===== src/rtl/collision_frame_arbiter.sv =====
// rtl/collision_frame_arbiter.sv - frame-accumulated border/overlap collision arbiter
// Gathers collision evidence over a video frame and reports it as one-cycle pulses after startOfFrame.
module collision_frame_arbiter #(
    parameter int NUM_BUBBLES  = 4,
    parameter int LEFT_BORDER  = 0,
    parameter int RIGHT_BORDER = 639,
    parameter int TOP_BORDER   = 0,
    parameter int OVERLAP_MIN  = 4,
    parameter int POP_CNT_W    = 8
) (
    input  logic                   clk,
    input  logic                   reset,
    input  logic                   startOfFrame,
    input  logic [10:0]            pixelX,
    input  logic [10:0]            pixelY,
    input  logic                   charDrawingRequest,
    input  logic                   arrowDrawingRequest,
    input  logic [NUM_BUBBLES-1:0] bubbleDrawingRequest,
    output logic                   charCrashLeft,
    output logic                   charCrashRight,
    output logic                   arrowHitTop,
    output logic [NUM_BUBBLES-1:0] bubbleHitChar,
    output logic [NUM_BUBBLES-1:0] arrowHitBubble,
    output logic [POP_CNT_W-1:0]   popCount
);
    localparam int OV_W = $clog2(OVERLAP_MIN + 1);
    localparam logic [10:0]     LEFT_LIM  = 11'(LEFT_BORDER);
    localparam logic [10:0]     RIGHT_LIM = 11'(RIGHT_BORDER);
    localparam logic [10:0]     TOP_LIM   = 11'(TOP_BORDER);
    localparam logic [OV_W-1:0] OV_MAX    = OV_W'(OVERLAP_MIN);

    logic                   leftAcc, rightAcc, topAcc, armed;
    logic [NUM_BUBBLES-1:0] arrowAcc;
    logic [OV_W-1:0]        ovCnt [NUM_BUBBLES];

    logic                   leftNow, rightNow, topNow;
    logic [NUM_BUBBLES-1:0] arrowNow, overlapNow, charHit, popPick;

    always_comb begin
        leftNow    = charDrawingRequest && (pixelX <= LEFT_LIM);
        rightNow   = charDrawingRequest && (pixelX >= RIGHT_LIM);
        topNow     = arrowDrawingRequest && (pixelY <= TOP_LIM);
        arrowNow   = arrowDrawingRequest ? bubbleDrawingRequest : '0;
        overlapNow = charDrawingRequest ? bubbleDrawingRequest : '0;
        for (int i = 0; i < NUM_BUBBLES; i++) begin
            charHit[i] = (ovCnt[i] == OV_MAX);
        end
        // Isolate the lowest set bit so at most one bubble pops per frame.
        popPick = arrowAcc & (~arrowAcc + 1'b1);
    end

    always_ff @(posedge clk or posedge reset) begin
        if (reset) begin
            leftAcc        <= 1'b0;
            rightAcc       <= 1'b0;
            topAcc         <= 1'b0;
            armed          <= 1'b0;
            arrowAcc       <= '0;
            for (int i = 0; i < NUM_BUBBLES; i++) ovCnt[i] <= '0;
            charCrashLeft  <= 1'b0;
            charCrashRight <= 1'b0;
            arrowHitTop    <= 1'b0;
            bubbleHitChar  <= '0;
            arrowHitBubble <= '0;
            popCount       <= '0;
        end else begin
            charCrashLeft  <= 1'b0;
            charCrashRight <= 1'b0;
            arrowHitTop    <= 1'b0;
            bubbleHitChar  <= '0;
            arrowHitBubble <= '0;
            if (startOfFrame) begin
                armed <= 1'b1;
                // The first frame after reset is partial and is dropped silently.
                if (armed) begin
                    charCrashLeft  <= leftAcc;
                    charCrashRight <= rightAcc;
                    arrowHitTop    <= topAcc;
                    bubbleHitChar  <= charHit;
                    arrowHitBubble <= popPick;
                    if (popPick != '0 && popCount != '1) popCount <= popCount + 1'b1;
                end
                // The SOF pixel itself starts the new frame.
                leftAcc  <= leftNow;
                rightAcc <= rightNow;
                topAcc   <= topNow;
                arrowAcc <= arrowNow;
                for (int i = 0; i < NUM_BUBBLES; i++) begin
                    ovCnt[i] <= overlapNow[i] ? OV_W'(1) : '0;
                end
            end else begin
                leftAcc  <= leftAcc | leftNow;
                rightAcc <= rightAcc | rightNow;
                topAcc   <= topAcc | topNow;
                arrowAcc <= arrowAcc | arrowNow;
                for (int i = 0; i < NUM_BUBBLES; i++) begin
                    if (overlapNow[i] && ovCnt[i] != OV_MAX) ovCnt[i] <= ovCnt[i] + 1'b1;
                end
            end
        end
    end
endmodule

===== config.mk =====
export PLATFORM = sky130hd
export DESIGN_NAME = collision_frame_arbiter
export DESIGN_NICKNAME = d
export VERILOG_FILES = /design/src/rtl/collision_frame_arbiter.sv
export SDC_FILE = /design/constraint.sdc
export NUM_CORES = 1
export LEC_CHECK = 0
export BUFFER_PORTS_ARGS = -buffer_cell sky130_fd_sc_hd__buf_2
export CAP_MARGIN = 0
export CORE_UTILIZATION = 35
export CTS_BUF_LIST = sky130_fd_sc_hd__clkbuf_4
export CTS_CLUSTER_SIZE = 28
export DETAILED_ROUTE_END_ITERATION = 7
export HOLD_SLACK_MARGIN = 0.15
export SLEW_MARGIN = 15
export SYNTH_ARGS = -nofsm -noshare
export SYNTH_HDL_FRONTEND = slang
export SYNTH_SLANG_ARGS = --single-unit

===== constraint.sdc =====
create_clock -name clk -period 1.7 [get_ports clk]
set_input_delay 0.34 -clock clk [delete_from_list [all_inputs] [get_ports clk]]
set_output_delay 0.34 -clock clk [all_outputs]
set_load 0.1 [all_outputs]

==> results of run 1 <==
## per-layer routing
layer	global-route usage [%]	up-vias	wire, µm
li1	-	712	-
met1	17.4	624	1610
met2	21.1	40	1530
met3	2.88	5	178
met4	5.77	0	33
met5	0	-	0
## logic make-up after synthesis
kind of cell | after synthesis
multiplexers | 7
AND/OR/NAND/NOR | 67
buffers and inverters | 20
adder cells (fa/ha/maj) | 9
XOR/XNOR | 9
flip-flops | 39
AO/OA/AOI/OAI | 21
## placed cells by master, fill, tap and decap left out, types with 7 or more instances in the layout
| master | netlist | final |
|---|---|---|
| ha_1 | 9 | 8 |
| xor2_1 | 7 | 7 |
| inv_1 | 16 | 16 |
| nand3_1 | 8 | 8 |
| buf_2 | 0 | 49 |
| nand2_1 | 16 | 16 |
| nor2_1 | 17 | 17 |
| dfrtp_1 | 39 | 31 |
| a21oi_1 | 8 | 8 |
## worst max-delay path, cell delays in order, from the launching register on
cell      delay [ns]
dfrtp_4         0.52
ha_4            0.17
and3_4          0.17
a211oi_4        0.34
mux2_4          0.33
## sequential cells by signal (all words and copies together), names as in the netlist
| name | count |
|---|---|
| ovCnt | 12 |
| popCount | 8 |
| arrowAcc | 4 |
| arrowHitBubble | 4 |
| bubbleHitChar | 4 |
| armed | 1 |
| arrowHitTop | 1 |
| charCrashLeft | 1 |
| charCrashRight | 1 |
| leftAcc | 1 |
| rightAcc | 1 |
| topAcc | 1 |
## power groups by stage
stage               sequential (mW)  combinational, mW  clock (mW)
finish                         1.21               1.11       0.595
global route                   1.23               1.19       0.654
CTS                            1.21               1.12       0.623
detailed placement             1.23               1.12           0
global placement               1.22               1.11           0
floorplan                      1.84              0.281           0
## area by class of cell
| type | instances | area (µm²) | area share, % |
|---|---|---|---|
| flip-flops and latches | 39 | 991 | 43.2 |
| repair buffers | 54 | 298 | 13.0 |
| well taps | 67 | 83.8 | 3.66 |
| clock buffers | 5 | 37.5 | 1.64 |
| multi-input cells | 113 | 783 | 34.2 |
| clock inverters | 3 | 38.8 | 1.69 |
| inverters | 16 | 60.1 | 2.62 |
## worst paths after layout
kind	from	end	slack (ns)	depth (start not counted)
worst max-delay path	popCount[0]$_DFFE_PP0P_	popCount[1]$_DFFE_PP0P_	0.07	4
min in group asynchronous	reset	ovCnt[3]$_DFFE_PP0P_	0.57	4
worst min register to register	popCount[6]$_DFFE_PP0P_	popCount[6]$_DFFE_PP0P_	0.49	1
worst max register to register	popCount[0]$_DFFE_PP0P_	popCount[1]$_DFFE_PP0P_	0.07	4
max in group asynchronous	reset	popCount[4]$_DFFE_PP0P_	0.90	4
worst min-delay path	bubbleDrawingRequest[2]	arrowAcc[2]$_DFF_PP0_	0.25	3
## stage by stage
stage               hold slack [ns]  instance area (µm²)  total power, mW  std cells
floorplan                     0.451                 1850             2.12        172
global placement              0.407                 2210             2.34        288
detailed placement            0.409                 2210             2.35        288
CTS                           0.233                 2290             2.95        297
global route                  0.254                 2290             3.07        297
finish                        0.246                 2290             2.92        297
## what timing repair did
action | CTS | global route
hold endpoints to repair | 39 | 0
hold buffers | 1 | 0
gates resized for setup | 0 | 0
==> metrics.txt, run 1 <==
outcome=finished clean; Clock Pin Slew Worst Setup and Hold Paths=0.11 ns; Vias=1381; FF+latch count, synth=39; Most used DFF post-synth=dfrtp_1; RSZ-0062 raised after global routing=false; Post-synth top cells=39 x dfrtp_1, 17 x nor2_1, 16 x inv_1, 16 x nand2_1, 9 x ha_1; Core ar.=0.00485 mm²; final count of hold timing violations=0; Port Buf Inserts=49; post-CTS setup buffer count=0; Mapped Nets=212; register area share after synthesis=54.1%; die area=0.00545 mm²; clock latency on the worst-skew pair=0.34 ns; Via density=4.65; first-pass GRT wire length=5350 µm; Fin Setup TNS=0 ns; Final Max Tran Viols=0; Setup-failing EPs final=0; Worst VDD drop=0.581 mV; residual DRC count=0; power share of the clock group=20.4%; worst slack at placement=0.0881 ns; worst clock skew=0.00787 ns; CTS tree=built; clock root buffer=clkbuf_4; initial antenna violation count=0; Final ANT Viol Nets=0; DP HPWL=2530 µm; number of synthesized flops with an enable pin=0; Tot GR Track Use=13.3%; cell area after synthesis=0.00181 mm²; DRT iter0 DRCs=76; I/O Pins=50; Critical Path Start Type=flop; CP Max Fanout=4; Initial Utilization=37.2%; Syn Inst Count=172; share of layout cells above drive strength 1=33.0%; Final period util=96.2%; WL/cell=11.3 µm; sw frac=44.1%; Internal Power=1.63 mW; CTS buffer count=5; Req. time, crit path=1.93 ns; # Max-Cap Violations=0; Final nets=269; Yosys top cell area share=54.1%; P&R area growth vs syn=27.0%; fillcell total=447; vias in the first global route=1248; slew of the pin with the lowest slew margin=0.490 ns; upper clock frequency limit=612 MHz; relative slew slack=67.6%; Cell variety after synth=30; Power Dens Cells=1270 mW/mm²; min Tclk post-route=1.63 ns; most area-hungry cell type in the Yosys netlist=dfrtp_1; TritonCTS sink count=39; worst setup margin=0.0651 ns; post-synthesis compound-gate area fraction=7.55%; Max Root-Sink Buffers=2; DRT Pass-1 Iters=4; type of the tightest min-delay check=in -> reg; total inserted antenna cells=0; adder-cell share of the synthesized area=6.24%; combinational group share of total power=38.0%; GR Overflow Total=0; H-tree lvl count=2; ys async rst share=100%; register share of total power=41.6%; Simple-Gate Fraction of Synth Area=19.6%; top cells by area, synth=dfrtp_1 54%, ha_1 6.2%, nor2_1 3.5%; Synth Area in XOR/XNOR=4.37%; Lkg Pwr=1.13 nW; die extent in x=73.8 µm; Placer Congestion=0.766; largest net degree at the start of global routing=40; Syn Area/Cell=10.5 µm²; CP Class=reg -> reg; switching power=1.29 mW; mux cell area share after synthesis=4.02%; post-layout util=47.3%; num rows=25; Syn. warnings=0; arrival time at the worst endpoint=1.87 ns; most frequent cell after synthesis=dfrtp_1; Worst Setup End Kind=flop; Total Routed Length=3360 µm; largest family of logic cells by synthesized area=simple AND/OR/NAND/NOR gates; Die Y=73.8 µm
Power figures use the tool's default switching activity.
==> inputs of run 2 (changes only) <==
==> constraint.sdc (replaced) <==
create_clock -name clk -period 1.6 [get_ports clk]
set_input_delay 0.32 -clock clk [delete_from_list [all_inputs] [get_ports clk]]
set_output_delay 0.32 -clock clk [all_outputs]
set_load 0.1 [all_outputs]
==> metrics.txt, run 2 (synthesis gave the netlist of run 1 again) <==
H-tree lvl count=2 (unchanged); worst setup margin=0.0280 ns (-0.0371 ns); RSZ-0062 raised after global routing=true; Highest Signal Layer=met4; DRT iter0 DRCs=61 (-20%); Die Y=73.8 µm (unchanged); largest net degree at the start of global routing=40 (unchanged); Worst Setup End Kind=flop; clock latency on the worst-skew pair=0.34 ns (about the same); fin cells=300 (+1.0%); CP max-delay cell=dfrtp_4; Via density=4.74 (+1.9%); Req. time, crit path=1.83 ns (-0.10 ns); residual DRC count=0 (unchanged); WL/cell=11.6 µm (+2.4%); Placed Cells=290 (+0.69%); share of layout cells above drive strength 1=34.3% (+1.3 points); CTS tree=built; Final period util=98.3% (+2.1 points); outcome=finished clean; Power Dens Cells=1310 mW/mm² (+2.6%); most frequent cells in the layout=49 x buf_2, 31 x dfrtp_1, 17 x nor2_1, 16 x nand2_1, 16 x inv_1; P&R area growth vs syn=27.2%; vias in the first global route=1249 (+0.080%); Lkg Pwr=1.14 nW (+0.80%); Setup-failing EPs final=0 (unchanged); Reg-to-Reg Start=popCount[1]$_DFFE_PP0P_; max FFs per register=12 (unchanged); commonest non-fill, non-tap cell in the layout=buf_2; post-layout util=47.4% (+0.077 points); clock root buffer=clkbuf_4; CP Max Fanout=4 (unchanged); I/O Pins=50 (unchanged); Worst VDD drop=0.551 mV (-5.1%); Placer Congestion=0.770 (+0.52%); Cell Chain, Critical Path=ha_4 > and3_4 > a211oi_4 > mux2_4; met2 wire length=1570 µm (+2.2%); Core ar.=0.00485 mm² (unchanged); Vias=1421 (+2.9%); CTS buffer count=5 (unchanged); slowest stage delay, CP=0.52 ns (about the same); GR Overflow Total=0 (unchanged); Max Root-Sink Buffers=2 (unchanged); min Tclk post-route=1.57 ns (-0.0629 ns); DRT Pass-1 Iters=4 (unchanged); final count of hold timing violations=0 (unchanged); relative slew slack=67.7% (+0.13 points); Finished Cell Area=0.00230 mm² (+0.16%); worst clock skew=0.00687 ns (-0.00100 ns); largest register by flop count=ovCnt; Total Routed Length=3470 µm (+3.4%); TritonCTS sink count=39 (unchanged); worst flop-to-flop path endpoint=popCount[1]$_DFFE_PP0P_; die area=0.00545 mm² (unchanged); Resize count post-CTS=0 (unchanged); Final Max Tran Viols=0 (unchanged); Initial Utilization=37.2% (unchanged); FF-to-FF path depth=4 (unchanged); Final nets=272 (+1.1%); Port Buf Inserts=49 (unchanged); arrival time at the worst endpoint=1.80 ns (-0.07 ns); total inserted antenna cells=0 (unchanged); initial antenna violation count=0 (unchanged); hold slack=0.215 ns (-0.0304 ns); Largest regs=ovCnt x12, popCount x8; DR WL met3=157 µm (-12%); met1 wire length=1700 µm (+5.3%); critical hold path startpoint=pixelX[10]; Hold Path Sink=rightAcc$_DFF_PP0_; DP HPWL=2560 µm (+1.3%); type of the tightest min-delay check=in -> reg; CP Class=reg -> reg; r2r setup slk=0.03 ns (-0.04 ns); # Max-Cap Violations=0 (unchanged); slew of the pin with the lowest slew margin=0.488 ns (-0.00192 ns); Final ANT Viol Nets=0 (unchanged); first-pass GRT wire length=5540 µm (+3.6%); Critical Path Start Type=flop; die extent in x=73.8 µm (unchanged); Tot GR Track Use=13.8% (+0.56 points); worst slack at placement=0.0188 ns (-0.0693 ns); depth of the worst hold-timing path=3 (unchanged); Clock Pin Slew Worst Setup and Hold Paths=0.11 ns (about the same); Area after DPL=0.00222 mm² (+0.68%); num rows=25 (unchanged); upper clock frequency limit=636 MHz (+4.0%)
[run 2: layout make-up]
type,instances,area (µm²)
clock inverters,1,5.00
clock buffers,7,52.6
flip-flops and latches,39,991
well taps,67,83.8
fillers,468,2550
inverters,16,60.1
multi-input cells,113,783
repair buffers,57,320
[run 2: routing by layer]
metal  global-route usage [%]  up-vias
li1                         -      716
met1                     17.3      666
met2                     22.4       32
met3                     4.39        7
met4                     5.13        0
met5                        0        -
[run 2: worst max-delay path: cells and delay by family, from the launching register on]
family          cells  cell delay (ns)
mux                 1             0.33
compound gates      1             0.28
simple gates        1             0.17
flops               1             0.52
fa+ha+maj           1             0.17
[run 2: how the worst max path moves through the flow]
| stage | start | to | slack (ns) | cells after the start |
|---|---|---|---|---|
| 3_3_place_gp | popCount[1]$_DFFE_PP0P_ | popCount[1]$_DFFE_PP0P_ | 0.02 | 4 |
| 3_5_place_dp | popCount[1]$_DFFE_PP0P_ | popCount[1]$_DFFE_PP0P_ | 0.02 | 4 |
| 4_1_cts | popCount[0]$_DFFE_PP0P_ | popCount[1]$_DFFE_PP0P_ | 0.03 | 4 |
| 6_report | popCount[1]$_DFFE_PP0P_ | popCount[1]$_DFFE_PP0P_ | 0.03 | 4 |
| 5_1_grt | popCount[1]$_DFFE_PP0P_ | popCount[1]$_DFFE_PP0P_ | -0.02 | 4 |
| 2_1_floorplan | popCount[1]$_DFFE_PP0P_ | popCount[5]$_DFFE_PP0P_ | -0.14 | 5 |
[run 2: where the power goes]
part	internal (mW)	total [mW]	switching, mW
registers	1.14	1.28	0.147
clock network	0.205	0.513	0.307
logic	0.291	1.20	0.911
[run 2: timing repair]
item	CTS	global route
hold buffers	1	0
endpoints found under the hold margin	39	0
setup buffers	0	1
pin swaps	1	2
gates cloned	0	0
setup endpoints to repair	1	3
[run 2: metrics by stage]
step | setup TNS (ns) | total power, mW
global placement | 0 | 2.48
CTS | 0 | 3.02
floorplan | -0.331 | 2.25
detailed placement | 0 | 2.50
finish | 0 | 3.00
global route | -0.0161 | 3.16
==> inputs of run 3 (changes only) <==
--- a/config.mk
+++ b/config.mk
@@ -9,7 +9,7 @@
 export CAP_MARGIN = 0
 export CORE_UTILIZATION = 35
 export CTS_BUF_LIST = sky130_fd_sc_hd__clkbuf_4
-export CTS_CLUSTER_SIZE = 28
+export CTS_CLUSTER_SIZE = 10
 export DETAILED_ROUTE_END_ITERATION = 7
 export HOLD_SLACK_MARGIN = 0.15
 export SLEW_MARGIN = 15
==> constraint.sdc (replaced) <==
create_clock -name clk -period 1.93 [get_ports clk]
set_input_delay 0.386 -clock clk [delete_from_list [all_inputs] [get_ports clk]]
set_output_delay 0.386 -clock clk [all_outputs]
set_load 0.1 [all_outputs]
==> metrics.txt, run 3 (synthesis gave the netlist of run 1 again) <==
outcome=finished clean; WL/cell=12.2 µm (+5.1%); CTS Hold Buffers Added=1 (unchanged); max FFs per register=12 (unchanged); Finished Cell Area=0.00222 mm² (-3.4%); residual DRC count=0 (unchanged); Resize count post-CTS=0 (unchanged); Via density=4.77 (+0.64%); met3 usage=3.70% (-0.69 points); CTS tree=built; CP delay by family, top=flip-flops; Largest regs=ovCnt x12, popCount x8; hold slack=0.275 ns (+0.0599 ns); CP Max Fanout=7 (+3); critical hold path startpoint=bubbleDrawingRequest[1]; DRT iter0 DRCs=38 (-38%); worst setup margin=0.236 ns (+0.208 ns); Req. time, crit path=1.54 ns (-0.29 ns); I/O Pins=50 (unchanged); relative slew slack=67.3% (-0.42 points); worst slack at placement=0.256 ns (+0.237 ns); Clock Pin Slew Worst Setup and Hold Paths=0.12 ns (about the same); met2 Use GR=25.0% (+2.5 points); DP HPWL=2680 µm (+4.7%); Placer Congestion=0.765 (-0.60%); vias in the first global route=1398 (+12%); initial antenna violation count=0 (unchanged); met1 usage=18.7% (+1.5 points); Setup-failing EPs final=0 (unchanged); Final Max Tran Viols=0 (unchanged); H-tree lvl count=2 (unchanged); clock latency on the worst-skew pair=0.35 ns (about the same); Tot GR Track Use=15.1% (+1.3 points); total inserted antenna cells=0 (unchanged); upper clock frequency limit=590 MHz; Port Buf Inserts=49 (unchanged); worst flop-to-flop path endpoint=popCount[1]$_DFFE_PP0P_; die area=0.00545 mm² (unchanged); Buf/Inv on CP=1 (+1); GR Overflow Total=0 (unchanged); DRT Pass-1 Iters=4 (unchanged); arrival time at the worst endpoint=1.31 ns (-0.49 ns); # Max-Cap Violations=0 (unchanged); CTS buffer count=5 (unchanged); Final nets=268 (-1.5%); num rows=25 (unchanged); Reg-to-Reg Start=popCount[0]$_DFFE_PP0P_; Fin Setup TNS=0 ns (unchanged); P&R area growth vs syn=22.8%; clock root buffer=clkbuf_4; commonest non-fill, non-tap cell in the layout=buf_2; slowest stage delay, CP=0.48 ns (-0.04 ns); depth of the worst hold-timing path=3 (unchanged); FF-to-FF path depth=4 (unchanged); RSZ-0062 raised after global routing=false; min Tclk post-route=1.69 ns; Hold Path Sink=arrowAcc[1]$_DFF_PP0_; Lkg Pwr=1.10 nW (-3.2%); share of layout cells above drive strength 1=31.4% (-2.9 points); Worst VDD drop=0.676 mV (+23%); Cell Chain, Critical Path=buf_2; Area after DPL=0.00215 mm² (-3.2%); r2r setup slk=0.25 ns (+0.22 ns); CP max-delay cell=dfrtp_1; CP Class=reg -> out; post-CTS setup buffer count=0 (unchanged); Final period util=87.8%; first-pass GRT wire length=6090 µm (+10%); slew of the pin with the lowest slew margin=0.491 ns (+0.00287 ns); Total Routed Length=3600 µm (+3.7%); final count of hold timing violations=0 (unchanged); type of the tightest min-delay check=in -> reg; Max Root-Sink Buffers=2 (unchanged); Core ar.=0.00485 mm² (unchanged); post-layout util=45.7% (-1.6 points); Die Y=73.8 µm (unchanged); Initial Utilization=37.2% (unchanged); worst clock skew=0.00544 ns (-0.00143 ns); largest net degree at the start of global routing=40 (unchanged); Critical Path Start Type=flop; Vias=1411 (-0.70%); die extent in x=73.8 µm (unchanged); Power Dens Cells=1090 mW/mm² (-17%); most frequent cells in the layout=49 x buf_2, 33 x dfrtp_1, 17 x nor2_1, 16 x nand2_1, 16 x inv_1; gr busiest metal=met2; Worst Setup End Kind=output port; Final ANT Viol Nets=0 (unchanged); largest register by flop count=ovCnt; TritonCTS sink count=39 (unchanged)
-- run 3: worst reg2reg max path: stages (launching register included) --
cell      delay [ns]
dfrtp_2         0.45
ha_1            0.23
and3_1          0.18
a211oi_2        0.34
mux2_2          0.38
-- run 3: per-layer routing --
layer	part of all wire (%)	vias to the layer above
met2	47	31
met3	4.0	7
met5	0	-
li1	-	708
met4	1.6	0
met1	47	665
-- run 3: per-stage QoR --
step / power, mW / std cells
4_1_cts: 2.43 / 296
3_5_place_dp: 2.01 / 287
2_1_floorplan: 1.81 / 172
5_1_grt: 2.53 / 296
3_3_place_gp: 1.99 / 287
6_report: 2.41 / 296
-- run 3: layout make-up --
class	count	area, µm²
Clock inverter	3	20.0
Tap cell	67	83.8
Timing Repair Buffer	53	278
Multi-Input combinational cell	113	754
Clock buffer	5	37.5
Fill cell	482	2630
Inverter	16	60.1
Sequential cell	39	983
-- run 3: how the worst max path moves through the flow --
stage | startpoint | endpoint | slack (ns) | depth (start not counted)
floorplan | popCount[2]$_DFFE_PP0P_ | popCount[1]$_DFFE_PP0P_ | 0.05 | 3
global placement | popCount[0]$_DFFE_PP0P_ | popCount[1]$_DFFE_PP0P_ | 0.31 | 4
detailed placement | popCount[0]$_DFFE_PP0P_ | popCount[1]$_DFFE_PP0P_ | 0.26 | 4
CTS | popCount[3]$_DFFE_PP0P_ | popCount[3] | 0.23 | 1
global route | popCount[0]$_DFFE_PP0P_ | popCount[1]$_DFFE_PP0P_ | 0.18 | 4
finish | popCount[3]$_DFFE_PP0P_ | popCount[3] | 0.24 | 1
-- run 3: power by group --
part / switching [mW] / internal [mW] / total [mW] / leakage, nW
clock network: 0.284 / 0.139 / 0.423 / 0.0272
logic: 0.747 / 0.194 / 0.942 / 0.574
registers: 0.115 / 0.927 / 1.04 / 0.500
